==> src/rtl/mem_pkg.sv <==
// Shared definitions for the MEM pipeline stage: FSM states, access-size
// encodings, control-bus bit positions and the alignment rule.
// Latency: n/a (types and pure functions only). Backpressure: n/a.
package mem_pkg;

  typedef enum logic [1:0] {
    ST_IDLE = 2'd0,
    ST_REQ  = 2'd1,
    ST_WAIT = 2'd2
  } state_e;

  // Access size encodings carried on size_in
  localparam logic [1:0] SZ_B = 2'd0;
  localparam logic [1:0] SZ_H = 2'd1;
  localparam logic [1:0] SZ_W = 2'd2;
  localparam logic [1:0] SZ_D = 2'd3;

  // mem_control = {branch, mem_read, mem_write}
  localparam int MC_BRANCH    = 2;
  localparam int MC_MEM_READ  = 1;
  localparam int MC_MEM_WRITE = 0;

  // wb_control = {reg_write, mem_to_reg}
  localparam int WB_REG_WRITE  = 1;
  localparam int WB_MEM_TO_REG = 0;

  // An access is misaligned when the address is not a multiple of its size.
  function automatic logic is_misaligned(input logic [1:0] size,
                                         input logic [2:0] addr_lo);
    case (size)
      SZ_H:    is_misaligned = addr_lo[0];
      SZ_W:    is_misaligned = |addr_lo[1:0];
      SZ_D:    is_misaligned = |addr_lo;
      default: is_misaligned = 1'b0;
    endcase
  endfunction

endpackage

==> src/rtl/mem_align.sv <==
// Lane steering for the data memory: shifts store data/strobes into their byte
// lanes and extracts + sign/zero-extends load data from the returned word.
// Latency: purely combinational. Backpressure: none (no handshake).
// Ports: size/offset/is_unsigned select the access; st_data -> st_wdata/st_wstrb;
//        ld_raw -> ld_data.
module mem_align
  import mem_pkg::*;
#(
  parameter int DATA_WIDTH = 64
) (
  input  logic [1:0]                        size,
  input  logic [$clog2(DATA_WIDTH/8)-1:0]   offset,
  input  logic                              is_unsigned,
  input  logic [DATA_WIDTH-1:0]             st_data,
  input  logic [DATA_WIDTH-1:0]             ld_raw,
  output logic [DATA_WIDTH-1:0]             st_wdata,
  output logic [DATA_WIDTH/8-1:0]           st_wstrb,
  output logic [DATA_WIDTH-1:0]             ld_data
);

  localparam int STRB_W = DATA_WIDTH / 8;

  logic [STRB_W-1:0]     base_mask;
  logic [DATA_WIDTH-1:0] ld_shifted;

  always_comb begin
    base_mask = '0;
    case (size)
      SZ_B:    base_mask = STRB_W'(8'h01);
      SZ_H:    base_mask = STRB_W'(8'h03);
      SZ_W:    base_mask = STRB_W'(8'h0F);
      default: base_mask = STRB_W'(8'hFF);
    endcase
  end

  assign st_wstrb   = base_mask << offset;
  assign st_wdata   = st_data << {offset, 3'b000};
  assign ld_shifted = ld_raw >> {offset, 3'b000};

  always_comb begin
    ld_data = ld_shifted;
    case (size)
      SZ_B: ld_data = is_unsigned ? {{(DATA_WIDTH-8){1'b0}},  ld_shifted[7:0]}
                                  : {{(DATA_WIDTH-8){ld_shifted[7]}},  ld_shifted[7:0]};
      SZ_H: ld_data = is_unsigned ? {{(DATA_WIDTH-16){1'b0}}, ld_shifted[15:0]}
                                  : {{(DATA_WIDTH-16){ld_shifted[15]}}, ld_shifted[15:0]};
      SZ_W: ld_data = is_unsigned ? {{(DATA_WIDTH-32){1'b0}}, ld_shifted[31:0]}
                                  : {{(DATA_WIDTH-32){ld_shifted[31]}}, ld_shifted[31:0]};
      default: ld_data = ld_shifted;
    endcase
  end

endmodule

==> src/rtl/mem_stage.sv <==
// MEM pipeline stage: issues one data-memory request per load/store, resolves
// taken branches, and hands results to the MEM/WB register.
// Latency: non-memory/misaligned 1 cycle; store 1 + ready wait; load adds response wait.
// Backpressure: stall is high whenever a memory access is in flight (state != IDLE).
// Ports: in_* (EX/MEM fields, sampled only when idle), dmem_req_* / dmem_resp_*
//        (valid-ready request, valid-only response), wb_* (result), redirect_* (branch).
module mem_stage
  import mem_pkg::*;
#(
  parameter int DATA_WIDTH   = 64,
  parameter int REG_ID_WIDTH = 5
) (
  input  logic                      clk,
  input  logic                      reset,
  input  logic                      in_valid,
  input  logic [DATA_WIDTH-1:0]     alu_res_in,
  input  logic [DATA_WIDTH-1:0]     write_data_in,
  input  logic [DATA_WIDTH-1:0]     target_in,
  input  logic                      branch_decision_in,
  input  logic [2:0]                mem_control_in,
  input  logic [1:0]                wb_control_in,
  input  logic [REG_ID_WIDTH-1:0]   dest_in,
  input  logic [1:0]                size_in,
  input  logic                      unsigned_in,
  output logic                      stall,
  output logic                      redirect_valid,
  output logic [DATA_WIDTH-1:0]     redirect_target,
  output logic                      dmem_req_valid,
  input  logic                      dmem_req_ready,
  output logic [DATA_WIDTH-1:0]     dmem_req_addr,
  output logic                      dmem_req_we,
  output logic [DATA_WIDTH-1:0]     dmem_req_wdata,
  output logic [DATA_WIDTH/8-1:0]   dmem_req_wstrb,
  input  logic                      dmem_resp_valid,
  input  logic [DATA_WIDTH-1:0]     dmem_resp_data,
  output logic                      wb_valid,
  output logic [DATA_WIDTH-1:0]     wb_alu_res,
  output logic [DATA_WIDTH-1:0]     wb_load_data,
  output logic [REG_ID_WIDTH-1:0]   wb_dest,
  output logic [1:0]                wb_control,
  output logic                      wb_misaligned
);

  localparam int STRB_W = DATA_WIDTH / 8;
  localparam int OFF_W  = $clog2(STRB_W);

  state_e                    state_q, state_d;
  logic [DATA_WIDTH-1:0]     alu_res_q, alu_res_d;
  logic [DATA_WIDTH-1:0]     wdata_q, wdata_d;
  logic                      is_store_q, is_store_d;
  logic [1:0]                wb_ctl_q, wb_ctl_d;
  logic [REG_ID_WIDTH-1:0]   dest_q, dest_d;
  logic [1:0]                size_q, size_d;
  logic                      uns_q, uns_d;

  logic                      redirect_valid_q, redirect_valid_d;
  logic [DATA_WIDTH-1:0]     redirect_target_q, redirect_target_d;
  logic                      wb_valid_q, wb_valid_d;
  logic [DATA_WIDTH-1:0]     wb_alu_res_q, wb_alu_res_d;
  logic [DATA_WIDTH-1:0]     wb_load_data_q, wb_load_data_d;
  logic [REG_ID_WIDTH-1:0]   wb_dest_q, wb_dest_d;
  logic [1:0]                wb_control_q, wb_control_d;
  logic                      wb_misaligned_q, wb_misaligned_d;

  logic [DATA_WIDTH-1:0]     al_wdata;
  logic [STRB_W-1:0]         al_wstrb;
  logic [DATA_WIDTH-1:0]     al_ld_data;
  logic                      in_is_mem;
  logic                      in_misaligned;
  logic                      in_req;

  // Lane logic always works from the latched instruction, so the request
  // fields cannot move while the memory is still deciding to accept them.
  mem_align #(.DATA_WIDTH(DATA_WIDTH)) u_align (
    .size        (size_q),
    .offset      (alu_res_q[OFF_W-1:0]),
    .is_unsigned (uns_q),
    .st_data     (wdata_q),
    .ld_raw      (dmem_resp_data),
    .st_wdata    (al_wdata),
    .st_wstrb    (al_wstrb),
    .ld_data     (al_ld_data)
  );

  assign in_is_mem     = mem_control_in[MC_MEM_READ] | mem_control_in[MC_MEM_WRITE];
  assign in_misaligned = is_misaligned(size_in, alu_res_in[2:0]);
  assign in_req        = (state_q == ST_REQ);

  always_comb begin
    state_d           = state_q;
    alu_res_d         = alu_res_q;
    wdata_d           = wdata_q;
    is_store_d        = is_store_q;
    wb_ctl_d          = wb_ctl_q;
    dest_d            = dest_q;
    size_d            = size_q;
    uns_d             = uns_q;
    redirect_valid_d  = 1'b0;
    redirect_target_d = redirect_target_q;
    wb_valid_d        = 1'b0;
    wb_alu_res_d      = wb_alu_res_q;
    wb_load_data_d    = wb_load_data_q;
    wb_dest_d         = wb_dest_q;
    wb_control_d      = wb_control_q;
    wb_misaligned_d   = wb_misaligned_q;

    case (state_q)
      ST_IDLE: begin
        if (in_valid) begin
          alu_res_d  = alu_res_in;
          wdata_d    = write_data_in;
          is_store_d = mem_control_in[MC_MEM_WRITE];
          wb_ctl_d   = wb_control_in;
          dest_d     = dest_in;
          size_d     = size_in;
          uns_d      = unsigned_in;

          if (mem_control_in[MC_BRANCH] && branch_decision_in) begin
            redirect_valid_d  = 1'b1;
            redirect_target_d = target_in;
          end

          if (in_is_mem && !in_misaligned) begin
            state_d = ST_REQ;
          end else begin
            // Non-memory ops and faulting accesses retire straight away; a
            // faulting access must not write the register file.
            wb_valid_d      = 1'b1;
            wb_alu_res_d    = alu_res_in;
            wb_dest_d       = dest_in;
            wb_misaligned_d = in_is_mem;
            wb_control_d    = wb_control_in;
            if (in_is_mem) begin
              wb_control_d[WB_REG_WRITE] = 1'b0;
            end
          end
        end
      end

      ST_REQ: begin
        if (dmem_req_ready) begin
          if (is_store_q) begin
            state_d         = ST_IDLE;
            wb_valid_d      = 1'b1;
            wb_alu_res_d    = alu_res_q;
            wb_dest_d       = dest_q;
            wb_control_d    = wb_ctl_q;
            wb_misaligned_d = 1'b0;
          end else begin
            state_d = ST_WAIT;
          end
        end
      end

      ST_WAIT: begin
        if (dmem_resp_valid) begin
          state_d         = ST_IDLE;
          wb_valid_d      = 1'b1;
          wb_alu_res_d    = alu_res_q;
          wb_load_data_d  = al_ld_data;
          wb_dest_d       = dest_q;
          wb_control_d    = wb_ctl_q;
          wb_misaligned_d = 1'b0;
        end
      end

      default: state_d = ST_IDLE;
    endcase
  end

  always_ff @(posedge clk) begin
    if (reset) begin
      state_q           <= ST_IDLE;
      alu_res_q         <= '0;
      wdata_q           <= '0;
      is_store_q        <= 1'b0;
      wb_ctl_q          <= '0;
      dest_q            <= '0;
      size_q            <= '0;
      uns_q             <= 1'b0;
      redirect_valid_q  <= 1'b0;
      redirect_target_q <= '0;
      wb_valid_q        <= 1'b0;
      wb_alu_res_q      <= '0;
      wb_load_data_q    <= '0;
      wb_dest_q         <= '0;
      wb_control_q      <= '0;
      wb_misaligned_q   <= 1'b0;
    end else begin
      state_q           <= state_d;
      alu_res_q         <= alu_res_d;
      wdata_q           <= wdata_d;
      is_store_q        <= is_store_d;
      wb_ctl_q          <= wb_ctl_d;
      dest_q            <= dest_d;
      size_q            <= size_d;
      uns_q             <= uns_d;
      redirect_valid_q  <= redirect_valid_d;
      redirect_target_q <= redirect_target_d;
      wb_valid_q        <= wb_valid_d;
      wb_alu_res_q      <= wb_alu_res_d;
      wb_load_data_q    <= wb_load_data_d;
      wb_dest_q         <= wb_dest_d;
      wb_control_q      <= wb_control_d;
      wb_misaligned_q   <= wb_misaligned_d;
    end
  end

  assign stall           = (state_q != ST_IDLE);
  assign redirect_valid  = redirect_valid_q;
  assign redirect_target = redirect_target_q;

  // Request fields are forced to zero outside REQ so reset leaves every output at 0.
  assign dmem_req_valid = in_req;
  assign dmem_req_addr  = in_req ? {alu_res_q[DATA_WIDTH-1:OFF_W], {OFF_W{1'b0}}} : '0;
  assign dmem_req_we    = in_req & is_store_q;
  assign dmem_req_wdata = in_req ? al_wdata : '0;
  assign dmem_req_wstrb = in_req ? al_wstrb : '0;

  assign wb_valid      = wb_valid_q;
  assign wb_alu_res    = wb_alu_res_q;
  assign wb_load_data  = wb_load_data_q;
  assign wb_dest       = wb_dest_q;
  assign wb_control    = wb_control_q;
  assign wb_misaligned = wb_misaligned_q;

endmodule

==> config.mk <==
export PLATFORM = sky130hd
export DESIGN_NAME = mem_stage
export DESIGN_NICKNAME = d
export VERILOG_FILES = /design/src/rtl/mem_pkg.sv /design/src/rtl/mem_align.sv /design/src/rtl/mem_stage.sv
export SDC_FILE = /design/constraint.sdc
export NUM_CORES = 1
export LEC_CHECK = 0
export ABC_AREA = 0
export BUFFER_PORTS_ARGS = -buffer_cell sky130_fd_sc_hd__buf_4
export CAP_MARGIN = 5
export CORE_AREA = 2 2 238 240
export CTS_CLUSTER_SIZE = 8
export DETAILED_ROUTE_END_ITERATION = 6
export DIE_AREA = 0 0 240 242
export HOLD_SLACK_MARGIN = 0.12
export PLACE_DENSITY_LB_ADDON = 0.12
export SLEW_MARGIN = 20
export SYNTH_ARGS = -nofsm -noshare
export SYNTH_HDL_FRONTEND = slang
export SYNTH_SLANG_ARGS = --single-unit
==> constraint.sdc <==
create_clock -name clk -period 2.9 [get_ports clk]
set_clock_uncertainty 0.05 [all_clocks]
set_input_delay 0.29 -clock clk [delete_from_list [all_inputs] [get_ports clk]]
set_output_delay 0.29 -clock clk [all_outputs]
set_load 0.05 [all_outputs]
* Yosys cells after proc, flatten, opt, wreduce, memory -nomap -nowiden
Index checks and enable logic that the tools add are counted.
** Cells by class
- Eq/ne operators :: 13
- Shifts and indexed selects :: 3
- Multiplexer cells :: 47
- Bitwise logic cells :: 4
- Reductions and logical operators :: 15
** Operators by type and width (number)
- 2-to-1 mux 64 bit :: 10
- case mux 64 bit (3 select lines) :: 2
- << shifter 64 x 6 -> 64 bit :: 1
- >> shifter 64 x 6 -> 64 bit :: 1
- 2-to-1 mux 5 bit :: 5
- case mux 8 bit (3 select lines) :: 1
- 2-to-1 mux 2 bit :: 10
- case mux 5 bit (3 select lines) :: 1
- 2-to-1 mux 1 bit :: 12
- inequality test 2 bit, second input constant :: 6
- case mux 2 bit (3 select lines) :: 2
- case mux 1 bit (3 select lines) :: 3
- equality test 2 bit, second input constant :: 4
- 2-to-1 mux 8 bit :: 1
- << shifter 8 x 3 -> 8 bit :: 1
- equality test 2 x 1 -> 1 bit, second input constant :: 3
- AND reduction 6 bit :: 1
- OR reduction 3 bit :: 2
- logical NOT 2 bit :: 2
- AND reduction 2 bit :: 2
- AND reduction 4 bit :: 1
- AND reduction 3 bit :: 1
- nonzero test 3 bit :: 1
- logical AND 1 bit :: 2
- 6 further kinds :: 7
** Storage, ports and cells
- Bits in registers :: 343
- Word-level logic and storage cells :: 98

* Depth between registers and ports, before layout
- Depth in word-level cells :: 7
- Gate-level depth with buffers :: 9
- Mapped depth without buffers :: 7

* Hierarchy
Synthesis repeated with hierarchy kept, for this count alone.
** Unflattened totals
- Cells, all modules :: 2313
- Area total of the unflattened synthesis :: 18218.7 um2
** By module, submodules not included
- mem_stage :: instances 1, cells each 1686, area an instance 14049.7 um2, sequential area each 6866.6 um2
- mem_align :: instances 1, cells each 627, area an instance 4169.0 um2, sequential area each 0.0 um2

* Worst setup path before layout
Ideal clock, no wire load.
- Path kind :: register to output
- Start :: reg alu_res_q[1]
- End :: out dmem_req_wstrb[7]
- Arrival time :: 3.008 ns
- Required time :: 2.560 ns
- Slack :: -0.448 ns
- Cell stages (with the launch flop) :: 8
- Cells stage by stage :: dfxtp_1 -> buf_6 -> buf_2 -> buf_2 -> buf_1 -> clkbuf_1 -> o21ai_0 -> a211oi_1
** On the way
- Word-level cells in the longest chain between the ends :: 2
** Ends and longest elaborated chain
- start, declared :: line mem_stage.sv:48 : logic [DATA_WIDTH-1:0] alu_res_q, alu_res_d;
- start signal, assigned :: line mem_stage.sv:191 : alu_res_q <= alu_res_d;
- << shifter 8 x 3 -> 8 bit :: line mem_align.sv:36 : assign st_wstrb = base_mask << offset;
- 2-to-1 mux 8 bit :: line mem_stage.sv:218 : assign dmem_req_wstrb = in_req ? al_wstrb : '0;
- end, declared :: line mem_stage.sv:33 : output logic [DATA_WIDTH/8-1:0] dmem_req_wstrb,
No other way between the ends.

* Worst setup path after layout
- Start :: reg alu_res_q[1]
- End :: out dmem_req_wdata[42]
** On the way
- Word-level cells in the longest chain between the ends :: 2
** Ends and longest elaborated chain
- << shifter 64 x 6 -> 64 bit :: line mem_align.sv:37 : assign st_wdata = st_data << {offset, 3'b000};
- 2-to-1 mux 64 bit :: line mem_stage.sv:217 : assign dmem_req_wdata = in_req ? al_wdata : '0;
- end, declared :: line mem_stage.sv:32 : output logic [DATA_WIDTH-1:0] dmem_req_wdata,
No other way between the ends.

==> metrics.txt <==
# TYPE chip_impl_metric gauge
chip_impl_metric{name="maximum_number_of_pins_on_one_net_before_global_route_repair",unit=""} 89
chip_impl_metric{name="post_layout_nonfiller_instances",unit=""} 3551
chip_impl_metric{name="fp-row-count",unit=""} 87
chip_impl_metric{name="postSynth.asyncResetShare",unit="%"} 0
chip_impl_metric{name="synthToLayoutAreaGrowth",unit="%"} 53.8
chip_impl_metric{name="timing_worst_slew_pin_value",unit="ns"} 0.849
chip_impl_metric{name="period_utilisation_layout",unit="%"} 96.4
chip_impl_metric{name="num-fill-cells",unit=""} 5519
chip_impl_info{name="reg2reg_from",value="alu_res_q[1]"} 1
chip_impl_metric{name="first_global_vias",unit=""} 17600
chip_impl_metric{name="worst-endpoint-arrival",unit="ns"} 2.46
chip_impl_info{name="synth_top_family_by_area",value="simple AND/OR/NAND/NOR gates"} 1
chip_impl_metric{name="dp_hpwl",unit="um"} 50900
chip_impl_info{name="holdPathEnd",value="wb_load_data[45]"} 1
chip_impl_metric{name="sequential_share_of_power",unit="%"} 37.5
chip_impl_metric{name="rr_worst_depth",unit=""} 6
chip_impl_metric{name="p_clk_share",unit="%"} 36.4
chip_impl_info{name="worst_path_max_delay_cell",value="sky130_fd_sc_hd__dfxtp_4"} 1
chip_impl_metric{name="drcViolationCount",unit=""} 0
chip_impl_info{name="critPathLaunchType",value="flop"} 1
chip_impl_info{name="timing.hold.worst.start",value="dmem_resp_data[53]"} 1
chip_impl_metric{name="gp_congestion",unit=""} 0.865
chip_impl_metric{name="overflow",unit=""} 0
chip_impl_metric{name="number_of_clock_buffers_inserted_by_tritoncts",unit=""} 49
chip_impl_metric{name="routed-via-count",unit=""} 17500
chip_impl_metric{name="final_count_of_pins_violating_max_slew",unit=""} 0
chip_impl_metric{name="crit_required",unit="ns"} 2.56
chip_impl_metric{name="clock_tree.htree_level_count",unit=""} 2
chip_impl_metric{name="syn_avg_cell_area",unit="um2"} 8.24
chip_impl_metric{name="finalInstanceArea",unit="um2"} 25700
chip_impl_metric{name="synth_compound_gate_area_share",unit="%"} 16.0
chip_impl_metric{name="warning_count_from_the_yosys_run",unit=""} 0
chip_impl_metric{name="final_nets",unit=""} 3064
chip_impl_metric{name="die_y",unit="um"} 242
chip_impl_metric{name="clock_pin_transition_on_the_worst_setup_and_hold_timing_paths",unit="ns"} 0.06
chip_impl_info{name="worstSetupPathType",value="reg2out"} 1
chip_impl_metric{name="max_freq",unit="MHz"} 358
chip_impl_metric{name="clock-sinks",unit=""} 343
chip_impl_metric{name="synth.yosys.seq_area_share",unit="%"} 41.1
chip_impl_info{name="outcome",value="finished clean"} 1
chip_impl_metric{name="die_area",unit="um2"} 58100
chip_impl_metric{name="netlist_area",unit="um2"} 16700
chip_impl_metric{name="synth-xor-area-share",unit="%"} 0
chip_impl_metric{name="routed_wl",unit="um"} 70900
chip_impl_info{name="ys.flop_type",value="sky130_fd_sc_hd__dfxtp_1"} 1
chip_impl_metric{name="top_level_ports",unit=""} 616
chip_impl_metric{name="placeableCoreArea",unit="um2"} 55700
chip_impl_metric{name="synthMuxAreaShare",unit="%"} 17.1
chip_impl_metric{name="place_area",unit="um2"} 22200
chip_impl_metric{name="max-vdd-ir-drop",unit="mV"} 0.413
chip_impl_metric{name="rrSetupSlack",unit="ns"} 0.28
chip_impl_info{name="endpoint_kind",value="primary output"} 1
chip_impl_info{name="cts.root.buffer_cell",value="sky130_fd_sc_hd__clkbuf_16"} 1
chip_impl_info{name="worstReg2RegEnd",value="wb_load_data[60]"} 1
chip_impl_metric{name="antenna_found_initial",unit=""} 8
chip_impl_metric{name="post_drt_via_cell_ratio",unit=""} 4.92
chip_impl_info{name="hold_path_class",value="in2reg"} 1
chip_impl_metric{name="final.hold.worst_slack",unit="ns"} 0.151
chip_impl_metric{name="maxCapViolations",unit=""} 0
chip_impl_info{name="path_common_cell",value="sky130_fd_sc_hd__buf_4"} 1
chip_impl_metric{name="synth_simple_gate_area_share",unit="%"} 20.8
chip_impl_metric{name="period_minus_slack",unit="ns"} 2.80
chip_impl_metric{name="first_pass_iters",unit=""} 5
chip_impl_metric{name="die_x",unit="um"} 240
chip_impl_metric{name="synth_enable_flop_cells",unit=""} 0
chip_impl_metric{name="grt_util_all_layers",unit="%"} 23.3
chip_impl_metric{name="share_comb_of_total_power",unit="%"} 26.1
chip_impl_metric{name="hold_depth",unit=""} 5
chip_impl_metric{name="swShare",unit="%"} 32.6
chip_impl_metric{name="placedCellCount",unit=""} 3270
chip_impl_metric{name="internal_power",unit="W"} 0.00961
chip_impl_metric{name="synth_fa_ha_area_share",unit="%"} 0.299
chip_impl_info{name="rsz0062_at_grt",value="no"} 1
chip_impl_metric{name="power_leakage",unit="nW"} 10.4
chip_impl_metric{name="antenna_left",unit=""} 0
chip_impl_metric{name="synthesis.instances",unit=""} 2029
chip_impl_info{name="cts_tree",value="done"} 1
chip_impl_metric{name="p_per_area",unit="nW/um2"} 554
chip_impl_metric{name="initial_utilization",unit="%"} 30.0
chip_impl_metric{name="route.detailed.wl_per_inst",unit="um"} 20.0
chip_impl_metric{name="total_setup_violations_reported_at_the_end_of_the_flow",unit=""} 0
chip_impl_metric{name="power_switching",unit="W"} 0.00464
chip_impl_metric{name="place.port_buffers",unit=""} 612
chip_impl_metric{name="clk_path_buf_depth",unit=""} 3
chip_impl_metric{name="largest_fanout_of_any_net_on_the_critical_path",unit=""} 60
chip_impl_metric{name="layout-drive-gt1-share",unit="%"} 29.0
chip_impl_metric{name="grt_first_pass_wirelength",unit="um"} 105000
chip_impl_metric{name="insertion_delay",unit="ns"} 0.58
chip_impl_info{name="critical-path-top-delay-family",value="buffers and inverters"} 1
chip_impl_metric{name="final_hold_viol_count",unit=""} 0
chip_impl_metric{name="detailedRoute.firstIterationViolations",unit=""} 1030
chip_impl_metric{name="number_of_register_bits_inferred_by_synthesis",unit=""} 343
chip_impl_info{name="crit_chain",value="buf_12, nor2b_2, buf_4, a22oi_1, nor2_1, buf_4"} 1
chip_impl_metric{name="max_slew_headroom",unit="%"} 43.4
chip_impl_metric{name="synth_cell_types",unit=""} 47
chip_impl_metric{name="path_buf_inv",unit=""} 3
chip_impl_metric{name="cp_slowest_stage_delay",unit="ns"} 0.42
==> through the flow <==
step / util [%] / setup TNS [ns] / power, W / setup slack (ns)
floorplan: - / -0.0277 / 0.00755 / -0.0277
global placement: 39.8 / 0 / 0.00887 / 0.342
detailed placement: 39.8 / 0 / 0.00891 / 0.320
CTS: 46.1 / 0 / 0.0144 / 0.0246
global route: 46.1 / 0 / 0.0149 / 0.00778
finish: 46.1 / 0 / 0.0143 / 0.104
==> cell type report <==
class,instances,area [um2],share of cell area (%)
Tap cell,756,946,3.68
Sequential cell,343,6880,26.7
Antenna cell,2,5.00,0.0195
Multi-Input combinational cell,1497,9150,35.6
Inverter,8,30.0,0.117
Clock inverter,1,16.3,0.0633
Timing Repair Buffer,886,7390,28.7
Clock buffer,58,1300,5.06
==> state kept, by name (all words and copies together) (netlist names) <==
signal,flops
alu_res_q,64
dest_q,5
is_store_q,1
redirect_target,64
redirect_valid,1
size_q,2
state_q,2
uns_q,1
wb_alu_res,64
wb_control,2
wb_ctl_q,2
wb_dest,5
wb_load_data,64
wb_misaligned,1
wb_valid,1
wdata_q,64
==> what timing repair did <==
action / CTS / global route
endpoints found under the hold margin: 288 / 0
endpoints found under the setup margin: 1 / 10
gates resized for setup: 1 / 2
setup buffers: 0 / 1
pin swaps: 0 / 0
hold buffers: 219 / 0
==> worst register-to-register path, stage by stage, from the launching register on <==
cell,delay [ns]
sky130_fd_sc_hd__dfxtp_4,0.42
sky130_fd_sc_hd__mux4_2,0.58
sky130_fd_sc_hd__a22o_1,0.36
sky130_fd_sc_hd__a311o_1,0.37
sky130_fd_sc_hd__a211oi_4,0.16
sky130_fd_sc_hd__buf_4,0.36
sky130_fd_sc_hd__a211oi_1,0.16
==> worst max path at each step <==
stage                            start                  to  slack (ns)  depth (start not counted)
after floorplan           alu_res_q[1]   dmem_req_wstrb[7]       -0.03                          7
after global placement    alu_res_q[2]    wb_load_data[33]        0.34                          6
after detailed placement  alu_res_q[1]    wb_load_data[52]        0.32                          6
after CTS                 alu_res_q[1]  dmem_req_wdata[46]        0.02                          6
after global routing      alu_res_q[1]  dmem_req_wdata[49]       0.008                          8
final                     alu_res_q[1]  dmem_req_wdata[42]        0.10                          6
==> cells in the mapped netlist (all sizes together), types with 2 or more instances <==
master / n / area share (%)
nand2: 471 / 11
dfxtp: 343 / 41
a21oi: 217 / 6.5
nor2: 202 / 4.5
mux2i: 165 / 9.9
clkbuf: 150 / 3.4
a211oi: 126 / 5.7
and2: 90 / 3.4
mux4: 40 / 5.4
buf: 33 / 1.1
nor3: 30 / 0.90
mux2: 27 / 1.8
o221ai: 17 / 0.89
o22ai: 15 / 0.56
o21ai: 13 / 0.39
nand2b: 10 / 0.37
nand3: 10 / 0.30
nor2b: 10 / 0.37
a22o: 8 / 0.42
a22oi: 8 / 0.36
a2bb2oi: 7 / 0.37
inv: 7 / 0.16
ha: 4 / 0.30
a311oi: 3 / 0.16
nor3b: 3 / 0.13
a31oi: 2 / 0.075
and3: 2 / 0.075
o211ai: 2 / 0.090
==> cells in the final DEF (no fill, tap or decap), drive strengths merged, types with 27 or more instances in the layout <==
master | netlist | layout
nand2 | 471 | 471
dlygate4sd3 | 0 | 219
mux4 | 40 | 40
dfxtp | 343 | 343
buf | 33 | 667
and2 | 90 | 90
mux2 | 27 | 27
mux2i | 165 | 165
nor2 | 202 | 202
a211oi | 126 | 126
clkbuf | 150 | 58
nor3 | 30 | 30
a21oi | 217 | 217
==> power by group through the flow <==
stage / Sequential [W] / Clock, W / Combinational, W
3_3_place_gp: 0.00542 / 0 / 0.00345
4_1_cts: 0.00534 / 0.00532 / 0.00373
5_1_grt: 0.00537 / 0.00551 / 0.00397
2_1_floorplan: 0.00601 / 0 / 0.00154
6_report: 0.00534 / 0.00519 / 0.00372
3_5_place_dp: 0.00543 / 0 / 0.00347
==> cell families after synthesis <==
kind of cell    Yosys count
compound gates          426
fa+ha+maj                 4
buf+inv                 191
flops                   343
mux                     232
other cells               1
simple gates            832
==> metal layers <==
layer	GRT usage (%)	routed length, um	up-vias
met4	8.59	2420	10
li1	-	-	8506
met2	40.1	34800	562
met3	4.98	4420	145
met1	28.4	29200	8239
met5	0	63	-
Note: power is estimated with default switching activity, not from simulation.
